**config.mk**
```make
export PLATFORM = sky130hd
export DESIGN_NAME = cfexec
export DESIGN_NICKNAME = d
export VERILOG_FILES = /design/src/rtl/cfexec_pkg.sv /design/src/rtl/cf_timer.sv /design/src/rtl/cfexec.sv
export SDC_FILE = /design/constraint.sdc
export NUM_CORES = 1
export LEC_CHECK = 0
export CORE_AREA = 2 2 69 45
export DETAILED_ROUTE_END_ITERATION = 10
export DIE_AREA = 0 0 71 47
export DONT_BUFFER_PORTS = 1
export GPL_TIMING_DRIVEN = 1
export PLACE_DENSITY = 0.81
export SETUP_SLACK_MARGIN = 0.02
export SYNTH_ARGS = -nofsm -noshare
export SYNTH_HDL_FRONTEND = slang
export SYNTH_SLANG_ARGS = --single-unit
```
**constraint.sdc**
```tcl
create_clock -name i_clk -period 1.7 [get_ports i_clk]
set_input_delay 0.17 -clock i_clk [delete_from_list [all_inputs] [get_ports i_clk]]
set_output_delay 0.17 -clock i_clk [all_outputs]
set_load 0.02 [all_outputs]
```
**src/rtl/cfexec_pkg.sv**
```systemverilog
// rtl/cfexec_pkg.sv - shared function codes, magnet bit indices and sequencer states for cfexec
package cfexec_pkg;

  localparam logic [4:0] FD_NONE       = 5'd0;
  localparam logic [4:0] FD_SPACE      = 5'd1;
  localparam logic [4:0] FD_CR         = 5'd2;
  localparam logic [4:0] FD_NL         = 5'd3;
  localparam logic [4:0] FD_SHIFT_UP   = 5'd4;
  localparam logic [4:0] FD_SHIFT_DOWN = 5'd5;
  localparam logic [4:0] FD_TAB        = 5'd6;
  localparam logic [4:0] FD_BACKSPACE  = 5'd7;
  localparam logic [4:0] FD_INDEX      = 5'd8;

  localparam int MAG_SPACE     = 0;
  localparam int MAG_CR        = 1;
  localparam int MAG_INDEX     = 2;
  localparam int MAG_SHIFT_UP  = 3;
  localparam int MAG_SHIFT_DN  = 4;
  localparam int MAG_TAB       = 5;
  localparam int MAG_BACKSPACE = 6;

  typedef enum logic [1:0] {
    ST_IDLE,
    ST_PULSE,
    ST_DWELL,
    ST_SETTLE
  } state_t;

  // Shift codes only fire when they would actually change the current case.
  function automatic logic [6:0] fd_mag(input logic [4:0] fd, input logic upper);
    logic [6:0] m;
    m = '0;
    case (fd)
      FD_SPACE:      m[MAG_SPACE] = 1'b1;
      FD_CR:         m[MAG_CR] = 1'b1;
      FD_NL:         begin m[MAG_CR] = 1'b1; m[MAG_INDEX] = 1'b1; end
      FD_SHIFT_UP:   m[MAG_SHIFT_UP] = ~upper;
      FD_SHIFT_DOWN: m[MAG_SHIFT_DN] = upper;
      FD_TAB:        m[MAG_TAB] = 1'b1;
      FD_BACKSPACE:  m[MAG_BACKSPACE] = 1'b1;
      FD_INDEX:      m[MAG_INDEX] = 1'b1;
      default:       m = '0;
    endcase
    return m;
  endfunction

  function automatic logic fd_legal(input logic [4:0] fd);
    return (fd != FD_NONE) && (fd <= FD_INDEX);
  endfunction

endpackage

```
**src/rtl/cf_timer.sv**
```systemverilog
// rtl/cf_timer.sv - loadable 8-bit down-counter; done while the count sits at zero
module cf_timer (
  input  logic       i_clk,
  input  logic       i_reset,
  input  logic       i_load,
  input  logic [7:0] i_load_val,
  output logic       o_done
);

  logic [7:0] r_cnt;

  always_ff @(posedge i_clk or negedge i_reset) begin
    if (!i_reset) begin
      r_cnt <= '0;
    end else if (i_load) begin
      r_cnt <= i_load_val;
    end else if (r_cnt != 8'd0) begin
      r_cnt <= r_cnt - 8'd1;
    end
  end

  assign o_done = (r_cnt == 8'd0);

endmodule

```
**src/rtl/cfexec.sv**
```systemverilog
// rtl/cfexec.sv - console typewriter function-execution sequencer driving Selectric magnets
// Optional carrier-home contact sensing during carrier return: CFEXEC_CR_HOME_EN
module cfexec
  import cfexec_pkg::*;
#(
  parameter int MAG_CYCLES    = 3,
  parameter int CR_CYCLES     = 12,
  parameter int SETTLE_CYCLES = 2
) (
  input  logic       i_clk,
  input  logic       i_reset,
  input  logic       i_function,
  input  logic [4:0] i_fd,
  input  logic       i_cr_home,
  output logic       o_ready,
  output logic       o_busy,
  output logic       o_case_latch,
  output logic       o_cr_latch,
  output logic [6:0] o_mag,
  output logic       o_fault
);

  // Timer is loaded with duration-1 so done coincides with the last clock of a state.
  localparam logic [7:0] L_MAG_M1 = 8'(MAG_CYCLES - 1);
  localparam logic [7:0] L_CR_M1  = 8'(CR_CYCLES - 1);
  localparam logic [7:0] L_SET_M1 = 8'(SETTLE_CYCLES - 1);

  state_t     r_state;
  state_t     w_next;
  logic [4:0] r_fd;
  logic [6:0] r_mag;
  logic       r_case;
  logic       r_cr;
  logic       r_fault;

  logic       w_done;
  logic       w_load;
  logic [7:0] w_load_val;
  logic       w_accept;
  logic       w_pulse_end;
  logic       w_dwell_end;
  logic       w_home_fault;
  logic [6:0] w_mask;
  logic       w_is_cr;

  assign w_mask  = fd_mag(i_fd, r_case);
  assign w_is_cr = (r_fd == FD_CR) || (r_fd == FD_NL);

`ifdef CFEXEC_CR_HOME_EN
  logic [1:0] r_lap;
  logic       w_lap_inc;
`else
  logic       w_unused;
  assign w_unused = i_cr_home;
`endif

  cf_timer u_timer (
    .i_clk      (i_clk),
    .i_reset    (i_reset),
    .i_load     (w_load),
    .i_load_val (w_load_val),
    .o_done     (w_done)
  );

  always_ff @(posedge i_clk or negedge i_reset) begin
    if (!i_reset) begin
      r_state <= ST_IDLE;
    end else begin
      r_state <= w_next;
    end
  end

  always_comb begin
    w_next       = r_state;
    w_load       = 1'b0;
    w_load_val   = '0;
    w_accept     = 1'b0;
    w_pulse_end  = 1'b0;
    w_dwell_end  = 1'b0;
    w_home_fault = 1'b0;
`ifdef CFEXEC_CR_HOME_EN
    w_lap_inc    = 1'b0;
`endif
    case (r_state)
      ST_IDLE: begin
        if (i_function) begin
          w_accept = 1'b1;
          w_load   = 1'b1;
          if (w_mask != 7'd0) begin
            w_next     = ST_PULSE;
            w_load_val = L_MAG_M1;
          end else begin
            w_next     = ST_SETTLE;
            w_load_val = L_SET_M1;
          end
        end
      end
      ST_PULSE: begin
        if (w_done) begin
          w_pulse_end = 1'b1;
          w_load      = 1'b1;
          if (w_is_cr) begin
            w_next     = ST_DWELL;
            w_load_val = L_CR_M1;
          end else begin
            w_next     = ST_SETTLE;
            w_load_val = L_SET_M1;
          end
        end
      end
      ST_DWELL: begin
`ifdef CFEXEC_CR_HOME_EN
        // Timeout of four CR dwells is built from reloads of the shared 8-bit timer.
        if (i_cr_home) begin
          w_dwell_end = 1'b1;
        end else if (w_done) begin
          if (r_lap == 2'd3) begin
            w_dwell_end  = 1'b1;
            w_home_fault = 1'b1;
          end else begin
            w_load     = 1'b1;
            w_load_val = L_CR_M1;
            w_lap_inc  = 1'b1;
          end
        end
`else
        if (w_done) begin
          w_dwell_end = 1'b1;
        end
`endif
        if (w_dwell_end) begin
          w_next     = ST_SETTLE;
          w_load     = 1'b1;
          w_load_val = L_SET_M1;
        end
      end
      ST_SETTLE: begin
        if (w_done) begin
          w_next = ST_IDLE;
        end
      end
      default: w_next = ST_IDLE;
    endcase
  end

`ifdef CFEXEC_CR_HOME_EN
  always_ff @(posedge i_clk or negedge i_reset) begin
    if (!i_reset) begin
      r_lap <= '0;
    end else if (w_pulse_end) begin
      r_lap <= '0;
    end else if (w_lap_inc) begin
      r_lap <= r_lap + 2'd1;
    end
  end
`endif

  always_ff @(posedge i_clk or negedge i_reset) begin
    if (!i_reset) begin
      r_fd    <= FD_NONE;
      r_mag   <= '0;
      r_case  <= 1'b0;
      r_cr    <= 1'b0;
      r_fault <= 1'b0;
    end else begin
      if (w_accept) begin
        r_fd  <= i_fd;
        r_mag <= w_mask;
        r_cr  <= (i_fd == FD_CR) || (i_fd == FD_NL);
        if (!fd_legal(i_fd)) begin
          r_fault <= 1'b1;
        end
      end
      // A shift only reaches PULSE when it changes case, so toggling here is exact.
      if (w_pulse_end) begin
        r_mag <= '0;
        if ((r_fd == FD_SHIFT_UP) || (r_fd == FD_SHIFT_DOWN)) begin
          r_case <= ~r_case;
        end
      end
      if (w_dwell_end) begin
        r_cr <= 1'b0;
      end
      if (w_home_fault) begin
        r_fault <= 1'b1;
      end
    end
  end

  assign o_ready      = (r_state == ST_IDLE);
  assign o_busy       = ~o_ready;
  assign o_case_latch = r_case;
  assign o_cr_latch   = r_cr;
  assign o_mag        = r_mag;
  assign o_fault      = r_fault;

endmodule
```
==> results by group <==
Run status
  • Status: complete, no violations

Yosys
  • Seq cells post-synth: 24
  • Register area share after synthesis: 42.59%
  • Ys async rst share: between 90% and 100%
  • Synth top area share: between 40% and 50%
  • Library cells used by synthesis: 44
  • Post-synth EDFFs: 0
  • Gate count after technology mapping: 149
  • Dominant synthesized flop cell: dfrtp_1
  • Syn Area/Cell: about 9.5 um2
  • Syn_nets: roughly 170
  • Synth area leader: dfrtp_1
  • Post-Syn Area: roughly 1400 um2
  • Yosys warns: 0
  • Top cells by area, synth: dfrtp_1 (43%), ha_1 (6.2%), nor2_1 (5.9%)

Clock network
  • Num CTS Buffers: 3
  • CTS tree: done
  • Clock Latency Late Sink: roughly 0.27 ns
  • Root Buffer: clkbuf_8
  • Clock-pin slew on the worst setup and hold paths: about 0.090 ns
  • H-Tree Depth: 1
  • Longest Clk Path Bufs: 2
  • # clock sinks: 24

Cells and area
  • Ant. Diodes: 0
  • Layout cells sized above 1: a little over a third
  • Fill cells: approximately 190
  • Register area: 600.6 um2
  • Final Net Count: roughly 190
  • Area of the multi-input gates: between 800 and 900 um2
  • Fin util: roughly two thirds
  • Area Growth Syn to Fin: 26.97%
  • Non-Filler Instances: about 210
  • Commonest non-fill, non-tap cells in the layout: dfrtp_1 (24), buf_4 (24), nor2_1 (21), nand2_1 (10), a21oi_1 (9)

Place
  • Placed insts: 195
  • I/O Buffers: 0
  • DP HPWL: 2476 um
  • GPL Wtd Cong: around 0.79

Worst setup path
  • Crit Path Max Fanout: 5
  • Crit Path Class: reg -> reg
  • Worst R2R Path Depth: 8
  • WP data arrival: roughly 1.9 ns
  • Worst Setup Start Kind: register
  • Register-to-register setup slack: roughly 0.032 ns
  • Crit path from: u_timer.r_cnt[0]$_DFFE_PN0P_
  • Crit end category: register
  • Crit path required time: ~1.9 ns
  • FF-to-FF End: o_case_latch$_DFFE_PN0P_
  • R2r startpoint: u_timer.r_cnt[0]$_DFFE_PN0P_

Hold path
  • Hold Crit Start: i_fd[1]
  • Hold EP: r_fd[1]$_DFFE_PN0P_
  • Worst hold path type: in -> reg
  • Hold Crit Depth: 2

STA
  • Worst slew margin relative to its limit: a little under a quarter
  • Setup Viol. Count Final: 0
  • Clock Skew: approximately 0.0038 ns
  • Hold WS: 0.02468 ns
  • Slew Viols, Final: 0
  • Slew at the pin closest to its max-slew limit: roughly 1.1 ns
  • Fmax: between 500 and 600 MHz
  • Final Cycle Share: a little over nine tenths
  • RSZ-0062 raised after global routing: true
  • Hold Violations, Final: 0
  • Final min period: roughly 1.7 ns

Power and ir drop
  • Power, Total: 3.466 mW
  • Comb pwr share: between 50 and 60%
  • Power density over cell area: approximately 1900 nW/um2
  • VDD IR max: approximately 0.00067 V
  • Sequential share of power: 29.0%
  • Switch share: 42.21%
  • Clk network pwr share: 11.5%
  • Sw Pwr: between 1 and 1.5 mW
  • Leak pwr: slightly below 0.8 nW
  • Int Pwr: ~2 mW

Route
  • Via Count: 1298
  • ANT nets after route: 0
  • DR DRC count: 0
  • Via-per-instance ratio: 6.240
  • First-pass DRT Iterations: 4
  • WL/cell: approximately 19 um
  • Final wirelength: just under 4000 um
  • DRT iter0 DRCs: slightly below 100

Die
  • Die width: between 70 and 80 um
  • Ports: 21
  • Starting Density: between 50% and 60%
  • Core area: 2721 um2
  • Full die area: around 3300 um2
  • Floorplan row count: 15
  • Die H: around 47 um

Global routing
  • Remaining Overflow, GRT: 0
  • Met3 GRT Util: under 10%
  • Met2 Resource Use GR: 36.07%
  • Busiest grt layer: met2
  • Initial antenna violation count: 0
  • First-pass GRT wire length: 5892 um
  • Vias in the first global route: about 1200
  • Met1 Resource Use GR: 34.01%
  • Largest net degree at the start of global routing: 25
  • GRT Total Usage: 23.92%

Run
  • Total of max-cap violations: 0
## synth_stat cells, types with 3 or more instances
master	n
a21oi_1	10
a21oi_2	3
clkbuf_1	4
dfrtp_1	24
ha_1	7
inv_1	7
mux2_2	3
mux2i_1	5
nand2_1	12
nor2_1	22
nor3_1	7
o21ai_0	4
## registers in the layout (all words and copies together), names as in the netlist
register	flops
r_fd	4
o_fault	1
u_timer.r_cnt	8
r_state	2
o_case_latch	1
o_mag	7
o_cr_latch	1
## layout make-up
cell class                 instances  area share [%]
tap                               34           2.376
inverter                           7           1.468
timing repair buffer              26           11.25
multi-input combinational        113           48.29
clock buffer                       4           3.075
sequential                        24           33.54
## per-layer routing
metal | up-vias | share of wire, %
met5 | - | 0
met4 | 0 | 2.2
met3 | 9 | 8.2
met2 | 71 | 46
met1 | 635 | 44
li1 | 583 | -
## power groups by stage
stage	registers, mW	clock network, mW	logic (mW)
2_1_floorplan	0.998	0	1.07
3_3_place_gp	0.985	0	1.55
3_5_place_dp	1.00	0	1.63
4_1_cts	0.993	0.404	1.81
5_1_grt	1.03	0.420	2.25
6_report	1.01	0.398	2.06
## worst max-delay path, stage by stage (launching register included)
cell and delay, ns:
dfrtp_1 0.41, inv_2 0.09, ha_4 0.14, nor4b_4 0.17, buf_4 0.19, buf_6 0.11, and3_4 0.16, nand4_1 0.12
xnor2_1 0.20
## worst max path at each step
| stage | endpoint | slack [ns] | cells after the start |
|---|---|---|---|
| after global placement | r_state[0]$_DFFE_PN0P_ | -0.05 | 6 |
| after floorplan | r_state[0]$_DFFE_PN0P_ | 0.02 | 7 |
| after global routing | o_case_latch$_DFFE_PN0P_ | -0.05 | 8 |
| after CTS | u_timer.r_cnt[3]$_DFFE_PN0P_ | 0.02 | 6 |
| after detailed placement | u_timer.r_cnt[3]$_DFFE_PN0P_ | -0.13 | 6 |
| final | o_case_latch$_DFFE_PN0P_ | 0.03 | 8 |
## timing repair
item	CTS	global route
resized for setup	3	16
setup buffers	5	2
setup endpoints to repair	15	18
pin swaps	3	10
hold buffers	1	0
cloned	1	0
endpoints found under the hold margin	24	0
## through the flow
step	instance area (um2)	setup slack (ns)	TNS, ns
after floorplan	1429	0.01797	0
after global placement	1578	-0.04858	-0.2846
after detailed placement	1578	-0.1284	-0.8597
after CTS	1713	0.01705	0
after global routing	1790	-0.04576	-0.07552
final	1790	0.03182	0
## cell families (layout without fill, tap and decap cells)
logic type	count (synthesis)	after routing	share of synthesized area [%]
fa+ha+maj	7	7	6.211
buf+inv	13	37	3.815
simple gates	63	64	24.76
mux	8	8	5.945
compound gates	31	31	14.82
flops	24	24	42.59
xor+xnor	3	3	1.864
No activity file was read; power rests on OpenSTA's default activity.
